## config.mk

```make
export PLATFORM = sky130hd
export DESIGN_NAME = fa_bist
export DESIGN_NICKNAME = d
export VERILOG_FILES = /design/src/rtl/fa_bist.sv
export SDC_FILE = /design/constraint.sdc
export NUM_CORES = 1
export LEC_CHECK = 0
export CAP_MARGIN = 15
export CORE_AREA = 2 2 71 73
export DETAILED_ROUTE_END_ITERATION = 8
export DIE_AREA = 0 0 73 75
export DONT_BUFFER_PORTS = 1
export SYNTH_ARGS = -nofsm -noshare
export SYNTH_HDL_FRONTEND = slang
export SYNTH_SLANG_ARGS = --single-unit
```

## constraint.sdc

```tcl
create_clock -name clk -period 4.5 [get_ports clk]
set_input_delay 0.45 -clock clk [delete_from_list [all_inputs] [get_ports clk]]
set_output_delay 0.45 -clock clk [all_outputs]
set_load 0.05 [all_outputs]
```

## src/rtl/fa_bist.sv

```systemverilog
// rtl/fa_bist.sv - Self-test engine that walks a full adder through all 8 input patterns.
// Optional macro FA_BIST_STOP_ON_FAIL_EN ends the run at the first mismatching pattern.
module fa_bist #(
    parameter int SETTLE_CYCLES = 1
) (
    input  logic       clk,
    input  logic       reset,
    input  logic       start,
    output logic       a_out,
    output logic       b_out,
    output logic       cin_out,
    input  logic       sum_in,
    input  logic       cout_in,
    output logic       busy,
    output logic       done,
    output logic       pass,
    output logic [7:0] fail_vec,
    output logic [3:0] err_count
);

    typedef enum logic [1:0] {
        IDLE   = 2'd0,
        SETTLE = 2'd1,
        CHECK  = 2'd2,
        DONE   = 2'd3
    } state_t;

    localparam logic [3:0] CNT_LOAD = 4'(SETTLE_CYCLES - 1);

    state_t     state, state_next;
    logic [2:0] idx, idx_next;
    logic [3:0] cnt, cnt_next;
    logic [7:0] fail_vec_next;
    logic [3:0] err_count_next;
    logic       pass_next;

    logic exp_sum;
    logic exp_cout;
    logic mismatch;

    assign exp_sum  = idx[2] ^ idx[1] ^ idx[0];
    assign exp_cout = (idx[2] & idx[1]) | (idx[2] & idx[0]) | (idx[1] & idx[0]);
    assign mismatch = (sum_in != exp_sum) || (cout_in != exp_cout);

    assign busy    = (state == SETTLE) || (state == CHECK);
    assign done    = (state == DONE);
    assign a_out   = busy & idx[2];
    assign b_out   = busy & idx[1];
    assign cin_out = busy & idx[0];

    always_comb begin
        state_next     = state;
        idx_next       = idx;
        cnt_next       = cnt;
        fail_vec_next  = fail_vec;
        err_count_next = err_count;
        pass_next      = pass;

        case (state)
            IDLE, DONE: begin
                if (start) begin
                    state_next     = SETTLE;
                    idx_next       = 3'd0;
                    cnt_next       = CNT_LOAD;
                    fail_vec_next  = 8'h00;
                    err_count_next = 4'd0;
                    pass_next      = 1'b0;
                end
            end
            SETTLE: begin
                if (cnt == 4'd0) begin
                    state_next = CHECK;
                end else begin
                    cnt_next = cnt - 4'd1;
                end
            end
            CHECK: begin
                if (mismatch) begin
                    fail_vec_next[idx] = 1'b1;
                    err_count_next     = err_count + 4'd1;
                end
`ifdef FA_BIST_STOP_ON_FAIL_EN
                if (idx == 3'd7 || mismatch) begin
`else
                if (idx == 3'd7) begin
`endif
                    state_next = DONE;
                    pass_next  = (err_count_next == 4'd0);
                end else begin
                    state_next = SETTLE;
                    idx_next   = idx + 3'd1;
                    cnt_next   = CNT_LOAD;
                end
            end
            default: begin
                state_next = IDLE;
            end
        endcase
    end

    always_ff @(posedge clk) begin
        if (reset) begin
            state     <= IDLE;
            idx       <= 3'd0;
            cnt       <= 4'd0;
            fail_vec  <= 8'h00;
            err_count <= 4'd0;
            pass      <= 1'b0;
        end else begin
            state     <= state_next;
            idx       <= idx_next;
            cnt       <= cnt_next;
            fail_vec  <= fail_vec_next;
            err_count <= err_count_next;
            pass      <= pass_next;
        end
    end

endmodule
```

==> results.cfg <==
[status]
status = finished clean

[grt]
grt_pass1_vias = 1034
antenna_found_initial = 0
gr-total-overflow = 0
grt_pass1_wl_um = 4820
gr-usage-all-layers = 0.114
grt_start_max_net_pins = 18

[floorplan]
core_um2 = 4660
start_util = 0.290
num_io_pins = 23
die_width_um = 73
die_area_um2 = 5480
die_h_um = 75
rows = 25

[flow_run]
drv_cap = 0

[hold_path]
min_from = reset
min_path_type = in2reg

[drt]
totalWireLength_um = 2870
first_pass_iters = 4
first_iter_violations = 71
drc_errors = 0
viasPerCell = 5.16
wl_per_cell_um = 13.5
vias = 1093
ant_nets = 0

[critical_path]
crit_arrival_ns = 1.88
crit_start = state[0]
crit_end = cin_out
reg2reg_depth = 6
required_ns = 4.05
reg2reg_setup_slack_ns = 2.19
cp_max_fo = 8
rr_endpoint = fail_vec[5]
crit_path_end_kind = output pin
reg2reg_from = idx[0]
cp-start-kind = flip-flop
crit_type = reg2out

[yosys]
synth.distinct_cells = 38
netlist_area_um2 = 1350
synth_area_leader_cell = dfxtp_1
synth-main-ff-cell = dfxtp_1
ys_ff_latch = 22
async_flop_share = 0
synthTopCellsByArea = dfxtp_1, ha_1, o21a_1
synth_common_cells = dfxtp_1, nor2_1, ha_1
synthCells = 160
synth_top_area_frac = 0.326
synth.net_count = 178
synth.avg_cell_area_um2 = 8.45
yosysSeqAreaShare = 0.326
synth_most_common_cell = dfxtp_1
synth_edf_count = 0
ys_warn_count = 0

[layout]
areaGrowthSynthToFinish_pct = 8.51
diodes = 0
fin_util = 0.315
nNetsFinal = 177
drive_gt1_frac = 0.0633

[timing]
slew_headroom = 0.281
worst_pin_slew_ns = 1.07
setup_viol = 0
rsz0062_at_grt = no
tns_ns = 0
max_freq_mhz = 429
finalCriticalPeriod_ns = 2.33
finalClockSkew_ns = 0.00147
hold_viol = 0
slew_violations = 0
fin_crit_sh = 0.519

[clocking]
postCtsSetupBuffers = 0
cts_tree = done
cts.clk_slew.worst_paths_ns = 0.08
clk_latency_ns = 0.27
cts_resized = 0
root_buffer = clkbuf_8
cts_made_buffers = 3
cts_hold_buffers = 0
cts.sinks = 22
htreeDepth = 1
clockBufferDepth = 2

[placement]
gp_congestion = 0.804
hpwl_um = 2130
portBuffers = 0

[power_and_ir_drop]
leakage_nw = 0.526
vdd_drop_max_v = 0.000141
p_per_area_nw_per_um2 = 332
## critical path: stages, from the launching register on
cell	delay, ns
dfxtp_1	0.41
inv_1	0.06
ha_1	0.41
nor2_1	0.73
## how the worst min path moves through the flow
stage / end / slack, ns / depth (start not counted)
2_1_floorplan: state[1] / 0.48 / 2
3_3_place_gp: state[1] / 0.51 / 2
6_report: err_count[1] / 0.24 / 1
3_5_place_dp: state[1] / 0.51 / 2
5_1_grt: err_count[1] / 0.23 / 1
4_1_cts: cnt[2] / 0.23 / 1
## logic make-up (layout without fill, tap and decap cells)
family          Yosys count  in the layout  synth area share
fa+ha+maj                13             13             0.126
buf+inv                  16             14            0.0453
flops                    22             22             0.326
simple gates             59             59             0.245
compound gates           42             42             0.203
xor+xnor                  4              4            0.0259
mux                       4              4            0.0296
## metrics by stage
| step | power (mW) | hold WS (ns) | instances | setup slack (ns) | area, um2 |
|---|---|---|---|---|---|
| after floorplan | 0.289 | 0.478 | 160 | 2.59 | 1350 |
| after global placement | 0.303 | 0.510 | 208 | 2.26 | 1400 |
| after detailed placement | 0.303 | 0.509 | 208 | 2.20 | 1400 |
| after CTS | 0.492 | 0.233 | 212 | 2.15 | 1470 |
| after global routing | 0.511 | 0.225 | 212 | 1.98 | 1470 |
| final | 0.488 | 0.238 | 212 | 2.17 | 1470 |
## area by class of cell
| type | count | area (um2) |
|---|---|---|
| Fill cell | 476 | 3190 |
| Multi-Input combinational cell | 122 | 851 |
| Sequential cell | 22 | 440 |
| Tap cell | 54 | 67.6 |
| Clock buffer | 3 | 41.3 |
| Inverter | 10 | 37.5 |
| Clock inverter | 1 | 30.0 |
## state kept, by name, indices dropped and copies added (netlist names)
register   cells
cnt            4
err_count      4
fail_vec       8
idx            3
pass           1
state          2
## per-layer routing
layer  up-vias  global-route usage  wire length (um)
met5         -                   0                 0
met4         0              0.0432                35
met3         4              0.0308               143
met2        26               0.184              1300
met1       498               0.145              1390
li1        565                   -                 -
## layout by cell type, fill, tap and decap left out, types with 4 or more instances in the layout
master	Yosys	final
nor2_1	15	15
ha_1	12	12
mux2i_1	4	4
nand2_1	11	11
a21oi_1	9	9
nor3_1	5	5
o21a_1	8	8
nand2b_1	6	6
a22oi_1	4	4
dfxtp_1	22	22
o21ai_0	8	8
nor4b_1	4	4
inv_1	10	10
## where the power goes
part / switching, mW / total (mW) / internal (mW)
registers: 0.0137 / 0.213 / 0.200
clock network: 0.0696 / 0.189 / 0.119
logic: 0.0609 / 0.0857 / 0.0248
Note: power is estimated with default switching activity, not from simulation.
